`config.mk`:
```
export PLATFORM = sky130hd
export DESIGN_NAME = sram_arbiter
export DESIGN_NICKNAME = d
export VERILOG_FILES = /design/src/rtl/sram_arb_pkg.sv /design/src/rtl/sram_arbiter.sv
export SDC_FILE = /design/constraint.sdc
export NUM_CORES = 1
export LEC_CHECK = 0
export ABC_AREA = 1
export CORE_ASPECT_RATIO = 1.4
export CORE_MARGIN = 5
export CORE_UTILIZATION = 47
export CTS_BUF_LIST = sky130_fd_sc_hd__clkbuf_4
export CTS_CLUSTER_DIAMETER = 60
export DETAILED_ROUTE_END_ITERATION = 10
export GPL_ROUTABILITY_DRIVEN = 0
export PLACE_DENSITY = 0.89
export SLEW_MARGIN = 20
export SYNTH_ARGS = -nofsm -noshare
export SYNTH_HDL_FRONTEND = slang
export SYNTH_SLANG_ARGS = --single-unit
```
`constraint.sdc`:
```
create_clock -name Clk -period 3.6 [get_ports Clk]
set_clock_uncertainty 0.2 [all_clocks]
set_input_delay 0.72 -clock Clk [delete_from_list [all_inputs] [get_ports Clk]]
set_output_delay 0.72 -clock Clk [all_outputs]
set_load 0.005 [all_outputs]
```
`src/rtl/sram_arb_pkg.sv`:
```
// sram_arb_pkg
//   Shared types for the SRAM arbiter: controller state encoding and
//   requester identifiers. No ports.
package sram_arb_pkg;

  localparam int CNT_W = 4;

  typedef enum logic [1:0] {
    IDLE   = 2'd0,
    ACCESS = 2'd1,
    DONE   = 2'd2
  } arb_state_t;

  typedef enum logic {
    CPU = 1'b0,
    VID = 1'b1
  } req_id_t;

endpackage

```
`src/rtl/sram_arbiter.sv`:
```
// sram_arbiter
//   Shares one off-chip SRAM between the CPU and the video fetch engine.
//   Serialises requests with round-robin arbitration, holds Mem_OE/Mem_WE
//   for WAIT_CYCLES cycles, and returns read data with a one-cycle done
//   pulse to the requester that was served.
//
//   Ports:
//     Clk, Reset                 clock, synchronous active-high reset
//     cpu_req/we/addr/wdata      CPU request (level, held until cpu_done)
//     cpu_rdata, cpu_done        CPU read data and completion pulse
//     vid_req/addr               video read request (level, held until vid_done)
//     vid_rdata, vid_done        video read data and completion pulse
//     busy                       high whenever the controller is not idle
//     mem_addr/wdata/rdata       SRAM address and data
//     Mem_OE, Mem_WE             active-high strobes, inverted at the pins
//
//   state  | meaning
//   IDLE   | waiting for a request; grants and latches it on the edge
//   ACCESS | strobe asserted, wait counter counting down to 1
//   DONE   | done pulse to the granted requester, strobes low
module sram_arbiter
  import sram_arb_pkg::*;
#(
  parameter int ADDR_W      = 20,
  parameter int DATA_W      = 16,
  parameter int WAIT_CYCLES = 3
) (
  input  logic              Clk,
  input  logic              Reset,
  input  logic              cpu_req,
  input  logic              cpu_we,
  input  logic [ADDR_W-1:0] cpu_addr,
  input  logic [DATA_W-1:0] cpu_wdata,
  output logic [DATA_W-1:0] cpu_rdata,
  output logic              cpu_done,
  input  logic              vid_req,
  input  logic [ADDR_W-1:0] vid_addr,
  output logic [DATA_W-1:0] vid_rdata,
  output logic              vid_done,
  output logic              busy,
  output logic [ADDR_W-1:0] mem_addr,
  output logic [DATA_W-1:0] mem_wdata,
  input  logic [DATA_W-1:0] mem_rdata,
  output logic              Mem_OE,
  output logic              Mem_WE
);

  localparam logic [CNT_W-1:0] WAIT_LD = CNT_W'(WAIT_CYCLES);

  arb_state_t        state_q, state_d;
  req_id_t           last_grant_q, grant_d;
  logic              grant_go;
  logic [CNT_W-1:0]  cnt_q;
  logic              we_q;
  logic [ADDR_W-1:0] addr_q;
  logic [DATA_W-1:0] wdata_q;
  logic [DATA_W-1:0] cpu_rdata_q, vid_rdata_q;
  logic              last_access;

  assign last_access = (state_q == ACCESS) && (cnt_q == CNT_W'(1));

  always_ff @(posedge Clk) begin
    if (Reset) state_q <= IDLE;
    else       state_q <= state_d;
  end

  always_comb begin
    state_d  = state_q;
    grant_go = 1'b0;
    grant_d  = last_grant_q;
    Mem_OE   = 1'b0;
    Mem_WE   = 1'b0;
    busy     = 1'b1;
    cpu_done = 1'b0;
    vid_done = 1'b0;
    unique case (state_q)
      IDLE: begin
        busy = 1'b0;
        if (cpu_req || vid_req) begin
          grant_go = 1'b1;
          state_d  = ACCESS;
          // Contention goes to whoever was not served last.
          if (cpu_req && vid_req) grant_d = (last_grant_q == CPU) ? VID : CPU;
          else                    grant_d = cpu_req ? CPU : VID;
        end
      end
      ACCESS: begin
        Mem_OE = ~we_q;
        Mem_WE = we_q;
        if (cnt_q == CNT_W'(1)) state_d = DONE;
      end
      DONE: begin
        cpu_done = (last_grant_q == CPU);
        vid_done = (last_grant_q == VID);
        state_d  = IDLE;
      end
      default: state_d = IDLE;
    endcase
  end

  // last_grant_q doubles as the current grantee while ACCESS/DONE are active.
  always_ff @(posedge Clk) begin
    if (Reset) begin
      last_grant_q <= VID;
      cnt_q        <= '0;
      we_q         <= 1'b0;
      addr_q       <= '0;
      wdata_q      <= '0;
      cpu_rdata_q  <= '0;
      vid_rdata_q  <= '0;
    end else if (grant_go) begin
      last_grant_q <= grant_d;
      cnt_q        <= WAIT_LD;
      addr_q       <= (grant_d == CPU) ? cpu_addr : vid_addr;
      we_q         <= (grant_d == CPU) && cpu_we;
      if (grant_d == CPU) wdata_q <= cpu_wdata;
    end else if (state_q == ACCESS) begin
      if (!last_access) cnt_q <= cnt_q - CNT_W'(1);
      if (last_access && !we_q) begin
        if (last_grant_q == CPU) cpu_rdata_q <= mem_rdata;
        else                     vid_rdata_q <= mem_rdata;
      end
    end
  end

  assign mem_addr  = addr_q;
  assign mem_wdata = wdata_q;
  assign cpu_rdata = cpu_rdata_q;
  assign vid_rdata = vid_rdata_q;

endmodule

```
==> summary.txt, run 1 <==
Outcome: finished clean
Ant diodes: 0
Synthesized Nets: 577
Hold Violations, Final: 0
Initial antenna violation count: 0
Startpoint Class: register
Syn_area_per_cell: 6.78 µm²
I/O Buffers: 149
Total power per unit cell area: 375 nW/µm²
GR Overflow Total: 0
Vias in the first global route: 3514
Post-layout min period: 2870 ps
Most common library cell in the layout ignoring fill and taps: clkdlybuf4s50_1
DR WL/cell: 13.8 µm
Reg-to-Reg Start: last_grant_q
Total global-route track usage: 23.0%
Hold_buf cts: 0
IR drop worst, VDD: 0.252 mV
Reg2reg end: mem_wdata[15]
Library cells used by synthesis: 24
Crit. End Element: output pin
Num CTS Buffers: 9
Total Nets Final: 712
Simple-Gate Fraction of Synth Area: 37.9%
Vias per Instance: 4.99
Largest family of logic cells by synthesized area: simple AND/OR/NAND/NOR gates
Worst reg2reg path depth: 6
Synth Area in Adders: 0.741%
Via count: 3654
Core Region: 6980 µm²
Die Span X: 81.6 µm
Worst Hold Path EP: mem_wdata[11]
Placed insts: 717
CTS tree: yes
Static leakage: 2.15 nW
R2r setup slk: 1250 ps
Worst Max-Slew Pin Slew: 704 ps
Synthesis-stage register bit count: 76
Critical path fanouts, max: 36
Clock Path Buffers: 2
Final hold slack: 269 ps
Die footprint: 9000 µm²
Number of flops mapped to enable cells by yosys: 0
Most frequent cells in the layout: 149 x clkdlybuf4s50_1, 117 x nor2_1, 101 x nand2_1
Final Instance Count excl. Fillers: 732
Hold Path Depth: 2
DIE HEIGHT: 110 µm
Worst path required time: 2680 ps
WL final: 10.1 mm
Arr. time, crit path: 1950 ps
H-tree Lvls: 3
CTS clk-pin slew, worst paths: 110 ps
Area grow syn2layout: 46.9%
CTS sink cnt: 76
Core Util, Final: 71.0%
Area share of xor/xnor cells in the synthesized design: 0.259%
Initial Util: 48.4%
Max frequency: 349 MHz
Slew Viols, Final: 0
Io pins: 150
Final Power: 1.86 mW
Cts repair resizes: 0
Synth top area share: 45.1%
Worst skew pair latency: 420 ps
DRC errors left: 0
Mapped Cells: 498
Final ANT Viol Nets: 0
Hold Crit Class: reg2reg
Max transition margin: 53.0%
Yosys warnings: 0
Largest net degree at the start of global routing: 40
FFs w/ async S/R, synth: 0%
Post-synth top flop: dfxtp_1
Complex-gate fraction of the synthesized area: 5.93%
Hold_sp: mem_wdata[11]
Post-Syn Area: 3380 µm²
Mux cell area share after synthesis: 0%
Leading area contributor after synthesis: dfxtp_1
Max Cap Viol: 0
Initial DRC count: 162
Part of the cycle the worst path needs: 79.7%
RSZ-0062 raised after global routing: no
Critical path type: reg2out
Setup bufs post-CTS: 0
First-pass GRT wire length: 16.0 mm
Detailed Routing Iterations Pass 1: 5
Fraction of layout cells with a size suffix above 1: 5.34%
Total negative slack: 0 ps
Clock root buffer: clkbuf_4
Number of core rows: 36
Register area share after synthesis: 45.1%
HPWL Detailed: 7.59 mm
Final setup violation count: 0
Synth top area cells: dfxtp_1 45%, nor2_1 13%, nand2_1 11%, nand3_1 11%, a21oi_1 5.2%
## critical path, stage by stage, from the launching register on
cell             delay (ps)
dfxtp_1                 410
inv_2                   260
nor3_1                  280
clkdlybuf4s50_1         560
## state kept, by name, summed over array words and instances, names as in the netlist
name / cells
mem_addr: 20
vid_rdata: 16
we_q: 1
state_q: 2
last_grant_q: 1
mem_wdata: 16
cnt_q: 4
cpu_rdata: 16
## per-stage QoR
| stage | setup WS [ps] | instance area (µm²) |
|---|---|---|
| 3_3_place_gp | 887 | 4860 |
| 3_5_place_dp | 897 | 4860 |
| 5_1_grt | 574 | 4960 |
| 6_report | 731 | 4960 |
| 4_1_cts | 698 | 4960 |
| 2_1_floorplan | 1810 | 3380 |
## power breakdown
group	internal (mW)	switching, mW	total (mW)
Combinational	0.246	0.250	0.496
Sequential	0.900	0.0357	0.936
Clock	0.147	0.281	0.429
Total	1.29	0.567	1.86
## cell usage after synthesis (3+ instances only)
library cell	instances
nor3_1	4
clkbuf_1	7
inv_2	6
nand2_2	3
dfxtp_1	76
buf_1	4
nand2_1	101
a21oi_1	35
buf_4	4
nand3_1	71
buf_6	3
nor2_1	117
inv_1	41
nor2_4	3
buf_2	12
## worst max-delay path by stage
| stage | endpoint | from |
|---|---|---|
| floorplan | vid_rdata[10] | cpu_req |
| global placement | vid_rdata[3] | vid_req |
| detailed placement | vid_rdata[3] | vid_req |
| CTS | vid_done | last_grant_q |
| global route | vid_done | last_grant_q |
| finish | vid_done | last_grant_q |
## per-layer routing
| metal | up-vias | global-route usage, % | share of wire [%] |
|---|---|---|---|
| met4 | 0 | 11.4 | 2.3 |
| met1 | 1634 | 24.8 | 36 |
| met3 | 20 | 6.99 | 12 |
| met5 | - | 0 | 0 |
| met2 | 180 | 40.4 | 50 |
| li1 | 1820 | - | - |
## area by class of cell
cell class	count	area (µm²)
fillers	566	2020
repair buffers	154	1530
well taps	95	119
multi-input cells	345	1510
inverters	47	176
clock buffers	11	82.6
flip-flops and latches	76	1520
clock inverters	4	17.5
## kinds of logic (layout without fill, tap and decap cells)
logic type,count (synthesis),after routing
XOR/XNOR,1,1
AND/OR/NAND/NOR,303,303
buffers and inverters,77,216
flip-flops,76,76
AO/OA/AOI/OAI,39,39
adder cells (fa/ha/maj),2,2
Power figures use the tool's default switching activity.
==> run 2, diff against run 1 <==
Settings changed: CORE_UTILIZATION 47 to 39, PLACE_DENSITY 0.89 to 0.78.
Clock period 3.6 ns to 2.4 ns, I/O delays scaled along.
==> run 2 against run 1 <==
Effect of this change: routed wire length rose by 2.6%; sequential power is 50% higher; power up 51%; clock-buffer cell count is the same; combinational power is 54% higher; sequential share of layout area down 0.45 points; via count shrank 0.30%; first-iteration DRC count fell by 24%; worst hold slack worse by 0.78 ps; cell area increased by 1.7%; global-route usage fell by 3.1 points; clock power grew 49%; critical path type unchanged; largest cell class unchanged; largest power group unchanged.
==> summary.txt, run 2 (same netlist as run 1, synthesis figures left out) <==
Outcome: finished clean (unchanged)
Max FFs per register: 20 (unchanged)
Cts repair resizes: 1 (was 0)
HPWL Detailed: 7.83 mm (was 7.59 mm)
Fillers: 808 (was 566)
Max frequency: 442 MHz
CTS clk-pin slew, worst paths: 100 ps (was 110 ps)
Critical path fanouts, max: 4 (was 36)
Final Power: 2.81 mW (was 1.86 mW)
Vias in the first global route: 3508 (was 3514)
First-pass GRT wire length: 16.7 mm (was 16.0 mm)
I/O Buffers: 149 (unchanged)
Most frequent cells in the layout: 147 x clkdlybuf4s50_1, 117 x nor2_1, 101 x nand2_1 (was 149 x clkdlybuf4s50_1, 117 x nor2_1, 101 x nand2_1)
Most common library cell in the layout ignoring fill and taps: clkdlybuf4s50_1 (unchanged)
H-tree Lvls: 3 (unchanged)
Fraction of layout cells with a size suffix above 1: 6.83% (was 5.34%)
Initial antenna violation count: 0 (unchanged)
Die Span X: 88.6 µm (was 81.6 µm)
RSZ-0062 raised after global routing: no (unchanged)
Setup bufs post-CTS: 0 (unchanged)
Hold Violations, Final: 0 (unchanged)
Crit path launch: state_q[1] (was last_grant_q)
Total Nets Final: 719 (was 712)
Via count: 3643 (was 3654)
Final setup violation count: 0 (unchanged)
Detailed Routing Iterations Pass 1: 7 (was 5)
Final ANT Viol Nets: 0 (unchanged)
WL final: 10.4 mm (was 10.1 mm)
Initial DRC count: 123 (was 162)
Total power per unit cell area: 556 nW/µm² (was 375 nW/µm²)
Worst skew pair latency: 420 ps (about the same)
Area grow syn2layout: 49.4% (was 46.9%)
DR WL/cell: 13.8 µm (about the same)
DRC errors left: 0 (unchanged)
Final hold slack: 269 ps (about the same)
Total global-route track usage: 19.9% (was 23.0%)
Worst path required time: 1720 ps (was 2680 ps)
Static leakage: 2.22 nW (was 2.15 nW)
Number of core rows: 40 (was 36)
Part of the cycle the worst path needs: 94.2%
Clock Path Buffers: 2 (unchanged)
Max Cap Viol: 0 (unchanged)
Max transition margin: 74.1% (was 53.0%)
CTS sink cnt: 76 (unchanged)
Critical path type: reg2out (unchanged)
Hold Crit Class: reg2reg (unchanged)
Largest net degree at the start of global routing: 38 (was 40)
CTS tree: yes (unchanged)
Slew Viols, Final: 0 (unchanged)
GR Overflow Total: 0 (unchanged)
Total negative slack: 0 ps (unchanged)
Hold_buf cts: 0 (unchanged)
Startpoint Class: register (unchanged)
Num CTS Buffers: 9 (unchanged)
Ant diodes: 0 (unchanged)
Die footprint: 10600 µm² (was 9000 µm²)
Hold_sp: mem_wdata[1] (was mem_wdata[11])
Io pins: 150 (unchanged)
IR drop worst, VDD: 0.383 mV (was 0.252 mV)
Worst Max-Slew Pin Slew: 388 ps (was 704 ps)
DIE HEIGHT: 120 µm (was 110 µm)
Arr. time, crit path: 1580 ps (was 1950 ps)
Crit. End Element: output pin (unchanged)
Vias per Instance: 4.86 (was 4.99)
Clock root buffer: clkbuf_4 (unchanged)
Initial Util: 39.7% (was 48.4%)
Core Region: 8510 µm² (was 6980 µm²)
Reg-to-Reg Start: cnt_q[1] (was last_grant_q)
Post-layout min period: 2260 ps
run 2: metal layers:
metal / global-route usage [%] / vias to the layer above / part of all wire (%)
li1: - / 1834 / -
met1: 23.3 / 1618 / 39
met2: 31.7 / 171 / 47
met3: 8.31 / 20 / 12
met4: 8.03 / 0 / 2.4
met5: 0 / - / 0
run 2: path summary, 6_finish.rpt:
path | slack, ps | endpoint | depth (start not counted)
setup reg to reg | 470 | vid_rdata[3] | 8
setup / recovery | 140 | vid_done | 3
hold reg to reg | 270 | mem_wdata[1] | 2
hold / removal | 270 | mem_wdata[1] | 2
run 2: area by class of cell:
cell class | instances | area, µm² | share of cell area [%]
Clock buffer | 11 | 82.6 | 1.64
Clock inverter | 4 | 17.5 | 0.347
Inverter | 47 | 176 | 3.50
Multi-Input combinational cell | 345 | 1510 | 30.0
Sequential cell | 76 | 1530 | 30.2
Tap cell | 105 | 131 | 2.60
Timing Repair Buffer | 161 | 1600 | 31.7
run 2: worst max-delay path, cell delays in order, from the launching register on:
cell and delay [ps]:
dfxtp_2 400, inv_2 70, nor3_1 140, clkdlybuf4s50_1 560
run 2: through the flow:
step / area [µm²] / util, % / std cells / setup slack [ps]
final: 5050 / 59.3 / 749 / 138
after floorplan: 3380 / - / 498 / 839
after global placement: 4940 / 58.0 / 734 / 273
after CTS: 5040 / 59.2 / 749 / 5.68
after detailed placement: 4940 / 58.0 / 734 / 211
after global routing: 5050 / 59.3 / 749 / 33.1
run 2: power breakdown:
group / switching (mW) / total, mW / internal [mW] / leakage (nW)
Combinational: 0.377 / 0.762 / 0.385 / 1.53
Sequential: 0.0537 / 1.40 / 1.35 / 0.621
Clock: 0.416 / 0.638 / 0.221 / 0.0616
